File: src/rtl/serial_addsub.sv
// serial_addsub: bit-serial adder/subtractor, LSB first, one bit per clock behind a start/ready handshake.
module serial_addsub #(
  parameter int WIDTH = 8,
  localparam int CNT_W = $clog2(WIDTH) + 1
) (
  input  logic             clk,
  input  logic             reset,
  input  logic             start,
  output logic             ready,
  input  logic [1:0]       mode,
  input  logic             cbIn,
  input  logic [WIDTH-1:0] a,
  input  logic [WIDTH-1:0] b,
  output logic [WIDTH-1:0] result,
  output logic             cbOut,
  output logic             ovf,
  output logic             zero,
  output logic             busy,
  output logic             done
);
  typedef enum logic {IDLE, RUN} state_t;
  state_t state_q, state_d;
  logic [CNT_W-1:0] cnt_q;
  logic [WIDTH-1:0] a_q, b_q, r_q, r_d, result_q;
  logic sub_q, cb_q, cb_d, cbout_q, ovf_q, zero_q, done_q;
  logic ai, bi, x, s, accept, last;
  assign ai = a_q[0];
  assign bi = b_q[0];
  assign x = ai ^ bi;
  assign s = x ^ cb_q;
  assign cb_d = sub_q ? ((~ai & bi) | (~x & cb_q)) : ((ai & bi) | (x & cb_q));
  assign r_d = {s, r_q[WIDTH-1:1]};
  assign accept = (state_q == IDLE) && start;
  assign last = (state_q == RUN) && (cnt_q == CNT_W'(WIDTH - 1));
  always_ff @(posedge clk or posedge reset) begin
    if (reset) state_q <= IDLE;
    else state_q <= state_d;
  end
  always_comb begin
    state_d = state_q;
    if (accept) state_d = RUN;
    else if (last) state_d = IDLE;
  end
  always_comb begin
    ready = (state_q == IDLE);
    busy = (state_q == RUN);
  end
  // Operands shift right so bit i is always at position 0; result fills from the MSB end.
  always_ff @(posedge clk or posedge reset) begin
    if (reset) begin
      cnt_q <= '0;
      a_q <= '0;
      b_q <= '0;
      r_q <= '0;
      sub_q <= 1'b0;
      cb_q <= 1'b0;
      result_q <= '0;
      cbout_q <= 1'b0;
      ovf_q <= 1'b0;
      zero_q <= 1'b0;
      done_q <= 1'b0;
    end else begin
      done_q <= last;
      if (accept) begin
        a_q <= a;
        b_q <= b;
        sub_q <= mode[0];
        cb_q <= mode[1] & cbIn;
        cnt_q <= '0;
      end else if (state_q == RUN) begin
        a_q <= a_q >> 1;
        b_q <= b_q >> 1;
        r_q <= r_d;
        cb_q <= cb_d;
        cnt_q <= cnt_q + CNT_W'(1);
      end
      // Signed overflow is carry (borrow) into the MSB xor carry (borrow) out of it.
      if (last) begin
        result_q <= r_d;
        cbout_q <= cb_d;
        ovf_q <= cb_q ^ cb_d;
        zero_q <= (r_d == '0);
      end
    end
  end
  assign result = result_q;
  assign cbOut = cbout_q;
  assign ovf = ovf_q;
  assign zero = zero_q;
  assign done = done_q;
endmodule

File: config.mk
export PLATFORM = sky130hd
export DESIGN_NAME = serial_addsub
export DESIGN_NICKNAME = d
export VERILOG_FILES = /design/src/rtl/serial_addsub.sv
export SDC_FILE = /design/constraint.sdc
export NUM_CORES = 1
export LEC_CHECK = 0
export CORE_MARGIN = 4
export CORE_UTILIZATION = 51
export DETAILED_ROUTE_END_ITERATION = 8
export PLACE_DENSITY = 0.85
export REMOVE_ABC_BUFFERS = 1
export SLEW_MARGIN = 20
export SYNTH_ARGS = -nofsm -noshare
export SYNTH_HDL_FRONTEND = slang
export SYNTH_SLANG_ARGS = --single-unit
File: constraint.sdc
create_clock -name clk -period 1.72 [get_ports clk]
set_input_delay 0.43 -clock clk [delete_from_list [all_inputs] [get_ports clk]]
set_output_delay 0.43 -clock clk [all_outputs]
set_load 0.05 [all_outputs]
==> results of run 1 <==
per-stage QoR:
step / cells / hold WS (ns) / setup WS, ns / instance area (sq um)
floorplan: 145 / 0.4492 / -0.6197 / 1798
global placement: 232 / 0.4634 / 0.1153 / 2253
detailed placement: 232 / 0.4835 / 0.08675 / 2253
CTS: 240 / 0.4314 / 0.07601 / 2313
global route: 240 / 0.4418 / 0.02173 / 2320
finish: 240 / 0.4291 / 0.09353 / 2320
registers in the layout, summed over array words and instances (netlist names):
signal and flops:
zero 1, ovf 1, cnt_q 4, b_q 8, sub_q 1, busy 1, cb_q 1, done 1
result 8, r_q 7, cbOut 1, a_q 8
layer usage:
layer  global-route usage  routed length, um
met5                    0                  0
met4              0.08933                 73
met3              0.04433                192
met2               0.2780               1661
met1               0.1839               1371
cell type report:
type | count | area, sq um
sequential | 42 | 1051
clock buffer | 7 | 55.05
timing repair buffer | 41 | 397.9
multi-input combinational | 97 | 730.7
tap | 46 | 57.56
clock inverter | 1 | 5.005
inverter | 6 | 22.52
fill | 283 | 1096
cells in the final DEF (no fill, tap or decap):
master           netlist  routed
buf_12                 0       3
clkinv_2               0       1
mux2_2                12      12
a211oi_1               1       1
dfrtp_1               42      42
nand4_1                1       1
o31ai_1                1       1
mux2i_1               17      17
nor4_2                 0       1
nor3_1                 1       1
xnor2_1                1       1
nand2_1               20      20
nor4_1                 2       1
a21oi_1                2       2
mux2_4                 3       3
o21ai_0               18      18
and3_1                 1       1
nand4b_4               1       1
fa_1                   2       2
o21a_1                 1       1
nand3_1                3       3
clkbuf_1               3       1
clkdlybuf4s50_1        0      21
clkbuf_4               0       5
clkbuf_8               0       1
o22ai_1                1       1
nor2_1                 5       5
a22o_1                 1       1
inv_1                  6       6
nor2b_1                2       2
buf_4                  1      17
ha_1                   1       1
worst max-delay path, stage by stage, from the launching register on:
cell	delay (ns)
dfrtp_1	0.45
inv_1	0.17
buf_4	0.23
final timing paths:
kind | from | to | cells after the start | slack [ns]
worst max-delay path | busy$_DFFE_PP0P_ | ready | 2 | 0.09
worst min-delay path | reset | cnt_q[2]$_DFFE_PP0P_ | 3 | 0.43
worst max register to register | a_q[0]$_DFFE_PP0P_ | zero$_DFFE_PP0P_ | 4 | 0.17
worst min register to register | cnt_q[3]$_DFFE_PP0P_ | cnt_q[3]$_DFFE_PP0P_ | 1 | 0.49
max in group asynchronous | reset | cnt_q[0]$_DFFE_PP0P_ | 3 | 1.09
min in group clk | cnt_q[3]$_DFFE_PP0P_ | cnt_q[3]$_DFFE_PP0P_ | 1 | 0.49
power by group through the flow:
stage | Sequential [uW] | Combinational, uW | Clock, uW
after floorplan | 2200 | 819 | 0
after global placement | 1710 | 1860 | 0
final | 1720 | 1930 | 495
after CTS | 1730 | 1950 | 509
after detailed placement | 1750 | 1940 | 0
after global routing | 1790 | 2100 | 547
logic make-up after synthesis:
logic type,after synthesis
AOI/OAI and AO/OA,25
xor gates and xnor gates,1
adders and majority gates,3
buffers and inverters,14
DFF,42
muxes,32
and+or+nand+nor,36
==> results.sh, run 1 <==
export IMPL_yosysTopAreaCell="dfrtp_1"
export IMPL_synth_commonest_cells="dfrtp_1 (42), nand2_1 (20), o21ai_0 (18), mux2i_1 (17), mux2_2 (12)"
export IMPL_fin_skew_ns=0.01620
export IMPL_ys_warnings_count=0
export IMPL_synth_area_leaders="dfrtp_1 (57%), mux2i_1 (9.2%), mux2_2 (7.3%)"
export IMPL_dr_total_vias=1280
export IMPL_grt_max_degree=43
export IMPL_yosysUniqueCellTypes=28
export IMPL_cts_hold_buf=0
export IMPL_setup_viol=0
export IMPL_slew_violations=0
export IMPL_final_util=0.6791
export IMPL_drtIter0Drc=53
export IMPL_grt_total_usage=0.1630
export IMPL_grt_pass1_vias=1246
export IMPL_initial_utilization=0.5396
export IMPL_cts_buffer_depth=2
export IMPL_tns_ns=0
export IMPL_vdd_drop_max_v=0.0008731
export IMPL_power_leakage_uw=0.001128
export IMPL_cts_sinks=42
export IMPL_ant_nets=0
export IMPL_io_buffers=35
export IMPL_fin_crit_ns=1.626
export IMPL_dp_hpwl_mm=2.535
export IMPL_combPwrFrac=0.466
export IMPL_yosys_area_share_simple=0.09504
export IMPL_viasPerCell=5.333
export IMPL_coreArea_sq_um=3416
export IMPL_ys_ff_latch=42
export IMPL_synth_top_family_by_area="multiplexers"
export IMPL_place_congestion=0.8352
export IMPL_slew_headroom=0.8071
export IMPL_share_seq_of_total_power=0.415
export IMPL_fmax_mhz=614.8
export IMPL_hold_path_class="primary input to asynchronous set/reset pin"
export IMPL_cap_violations=0
export IMPL_netSwitchingPower_uw=1713
export IMPL_post_cts_setup_buffer_count=0
export IMPL_layout_drive_gt1_share=0.2268
export IMPL_wirelength_mm=3.299
export IMPL_antenna_found_initial=0
export IMPL_p_clk_frac=0.119
export IMPL_clock_tree_root_cell="clkbuf_4"
export IMPL_synthesis_area_sq_um=1843
export IMPL_crit_arrival_ns=1.20
export IMPL_cts_tree="built"
export IMPL_synth_most_common_cell="dfrtp_1"
export IMPL_fin_crit_sh=0.9456
export IMPL_syn_area_per_cell_sq_um=12.05
export IMPL_die_area_sq_um=4640
export IMPL_grt_pass1_wl_mm=5.464
export IMPL_async_flop_share=1.000
export IMPL_synth_edf_count=0
export IMPL_n_antenna_cell=0
export IMPL_syn_inst=153
export IMPL_setup_worst_path_start_class="flip-flop"
export IMPL_synth_top_area_frac=0.5703
export IMPL_setup_worst_path_end_class="output pin"
export IMPL_finalHoldViolCount=0
export IMPL_synth_seq_area_share=0.5703
export IMPL_synthToLayoutAreaGrowth_pct=25.87
export IMPL_worst_pin_slew_ns=0.2890
export IMPL_drtPass1Iterations=4
export IMPL_fin_nets=218
export IMPL_routedWlPerCell_um=13.75
export IMPL_status="finished clean"
export IMPL_synthAdderAreaFrac=0.02851
export IMPL_p_sw_frac=0.4128
export IMPL_drc=0
export IMPL_path_class="flip-flop to output pin"
export IMPL_power_density_nw_per_um2=1789
export IMPL_grt_overflow_total=0
export IMPL_path_max_fanout=6
export IMPL_total_power_uw=4150
export IMPL_synthXorXnorAreaFrac=0.004752
export IMPL_cts_inserted_buffers=5
export IMPL_synthFlopType="dfrtp_1"
export IMPL_clk_pin_slew_ns=0.12
export IMPL_ios=36
export IMPL_synth_compound_area_share=0.07468
export IMPL_dieHeight_um=68.12
export IMPL_placementRows=21
export IMPL_die_w_um=68.12
export IMPL_clock_latency_ns=0.35
export IMPL_ctsResizeCount=0
export IMPL_power_internal_uw=2437
export IMPL_crit_required_ns=1.29
export IMPL_synth_area_mux_share=0.1901
export IMPL_htree_levels=2
export IMPL_rsz0062_at_grt="false"
No activity file was read; power rests on OpenSTA's default activity.
==> run 2: changes to the inputs <==
--- a/config.mk
+++ b/config.mk
@@ -5,6 +5,7 @@
 export SDC_FILE = /design/constraint.sdc
 export NUM_CORES = 1
 export LEC_CHECK = 0
+export CAP_MARGIN = 30
 export CORE_MARGIN = 4
 export CORE_UTILIZATION = 51
 export DETAILED_ROUTE_END_ITERATION = 8
==> results of run 2 <==
No change in the layout: final DEF, timing and power equal those of run 1.
==> run 3: changes to the inputs <==
--- a/config.mk
+++ b/config.mk
@@ -9,6 +9,7 @@
 export CORE_MARGIN = 4
 export CORE_UTILIZATION = 51
 export DETAILED_ROUTE_END_ITERATION = 8
+export GPL_ROUTABILITY_DRIVEN = 1
 export PLACE_DENSITY = 0.85
 export REMOVE_ABC_BUFFERS = 1
 export SLEW_MARGIN = 20
==> constraint.sdc (replaced) <==
create_clock -name clk -period 1.6 [get_ports clk]
set_input_delay 0.4 -clock clk [delete_from_list [all_inputs] [get_ports clk]]
set_output_delay 0.4 -clock clk [all_outputs]
set_load 0.05 [all_outputs]
==> run 3 against run 2 <==
  * Clock power increased by 34%
  * Critical path type is now flip-flop to flip-flop
  * Worst setup slack got worse by 0.026 ns
  * Largest cell class unchanged
  * Total power is 23% higher
  * Cell area rose by 8.4%
  * Core utilization up 5.7 points
  * First-iteration DRC count grew 1.9%
  * Largest power group unchanged
  * Via count up 0.63%
  * Cell count grew 1.3%
  * Sequential power is 12% higher
  * Clock-buffer cell count fell by 2
  * Sequential share of layout area is 3.4 points lower
==> results.sh, run 3 (synthesis results as in run 1) <==
export IMPL_slew_headroom=0.8003
export IMPL_fin_skew_ns=0.01040
export IMPL_viasPerCell=5.300
export IMPL_slew_violations=0
export IMPL_final_cells=243
export IMPL_dp_hpwl_mm=2.717
export IMPL_regArea_sq_um=1054
export IMPL_wirelength_mm=3.565
export IMPL_setup_worst_path_end_class="flip-flop"
export IMPL_drtIter0Drc=54
export IMPL_final_common_cell="dfrtp_1"
export IMPL_dpl_worst_slack_ns=-0.07541
export IMPL_tns_ns=0
export IMPL_crit_required_ns=1.88
export IMPL_fin_nets=221
export IMPL_layout_drive_gt1_share=0.2690
export IMPL_initial_utilization=0.5396
export IMPL_setup_viol=0
export IMPL_vdd_drop_max_v=0.001070
export IMPL_n_antenna_cell=0
export IMPL_fin_crit_ns=1.533
export IMPL_rrSetupSlack_ns=0.07
export IMPL_io_buffers=35
export IMPL_grt_pass1_vias=1388
export IMPL_routedWlPerCell_um=14.67
export IMPL_cap_violations=0
export IMPL_rsz0062_at_grt="false"
export IMPL_power_leakage_uw=0.001189
export IMPL_path_cells="buf_4 > fa_1 > nor2b_1 > o21a_1 > o31ai_2"
export IMPL_cts_tree="built"
export IMPL_synthToLayoutAreaGrowth_pct=36.46
export IMPL_grt_max_degree=43
export IMPL_setup_worst_path_start_class="flip-flop"
export IMPL_ant_nets=0
export IMPL_cts_inserted_buffers=5
export IMPL_hold_path_class="primary input to asynchronous set/reset pin"
export IMPL_ios=36
export IMPL_dr_total_vias=1288
export IMPL_n_fill_cell=259
export IMPL_power_density_nw_per_um2=2030
export IMPL_clock_latency_ns=0.36
export IMPL_crit_path_max_incr_delay_ns=0.41
export IMPL_path_class="flip-flop to flip-flop"
export IMPL_dieHeight_um=68.12
export IMPL_multi_input_area_sq_um=738.2
export IMPL_htree_levels=2
export IMPL_finalHoldViolCount=0
export IMPL_path_buf_inv=1
export IMPL_drtPass1Iterations=4
export IMPL_layout_common_cells="dfrtp_1 (40), clkdlybuf4s50_1 (21), nand2_1 (20)"
export IMPL_cts_hold_buf=0
export IMPL_clk_pin_slew_ns=0.12
export IMPL_total_power_uw=5104
export IMPL_die_w_um=68.12
export IMPL_cts_sinks=42
export IMPL_cpLargestDelayFamily="flip-flops"
export IMPL_die_area_sq_um=4640
export IMPL_crit_arrival_ns=1.81
export IMPL_antenna_found_initial=0
export IMPL_fin_crit_sh=0.9579
export IMPL_placementRows=21
export IMPL_grt_pass1_wl_mm=6.299
export IMPL_dp_cells=234
export IMPL_worst_pin_slew_ns=0.2992
export IMPL_grt_total_usage=0.1849
export IMPL_place_congestion=0.7792
export IMPL_finalWorstSetupSlack_ns=0.06742
export IMPL_cts_buffer_depth=2
export IMPL_clock_tree_root_cell="clkbuf_4"
export IMPL_coreArea_sq_um=3416
export IMPL_slowest_stage="dfrtp_1"
export IMPL_fmax_mhz=652.5
export IMPL_status="finished clean"
export IMPL_drc=0
export IMPL_grt_overflow_total=0
export IMPL_path_max_fanout=3
## run 3: final timing paths
| check | from | cells after the start | endpoint |
|---|---|---|---|
| setup / recovery | b_q[0]$_DFFE_PP0P_ | 5 | ovf$_DFFE_PP0P_ |
| hold reg to reg | a_q[4]$_DFFE_PP0P_ | 2 | a_q[3]$_DFFE_PP0P_ |
| hold / removal | reset | 3 | cnt_q[2]$_DFFE_PP0P_ |
| min in group clk | a_q[4]$_DFFE_PP0P_ | 2 | a_q[3]$_DFFE_PP0P_ |
| setup reg to reg | b_q[0]$_DFFE_PP0P_ | 5 | ovf$_DFFE_PP0P_ |
| max in group asynchronous | reset | 3 | a_q[0]$_DFFE_PP0P_ |
## run 3: what timing repair did
item / CTS / global route
buffers inserted: 0 / 1
setup endpoints to repair: 2 / 5
cloned: 0 / 0
resized for setup: 2 / 7
## run 3: worst min-delay path, delay by kind of cell
kind,cells,cell delay [ns]
buffers and inverters,3,0.72
## run 3: metal layers
metal | vias up | part of all wire | GRT usage
li1 | 617 | - | -
met2 | 36 | 0.51 | 0.3213
met3 | 9 | 0.051 | 0.05090
met5 | - | 0 | 0
met1 | 626 | 0.42 | 0.2154
met4 | 0 | 0.015 | 0.07196
## run 3: stage by stage
step	hold slack (ns)	utilization	instance area, sq um
finish	0.3879	0.7363	2515
global route	0.3992	0.7363	2515
CTS	0.3813	0.7275	2485
detailed placement	0.4709	0.7044	2406
global placement	0.4628	0.7044	2406
floorplan	0.4492	-	1798
## run 3: where the power goes
part	internal, uW	leakage, uW	switching (uW)	total [uW]
sequential	1510	0.000539	420	1930
clock	324	0.0000450	337	661
combinational	1270	0.000606	1250	2510
total	3100	0.00119	2000	5100
## run 3: cell type report
class	instances	area share
clock inverter	3	0.01592
clock buffer	5	0.01493
multi-input combinational	97	0.2935
sequential	42	0.4189
timing repair buffer	44	0.2249
inverter	6	0.008955
tap	46	0.02289
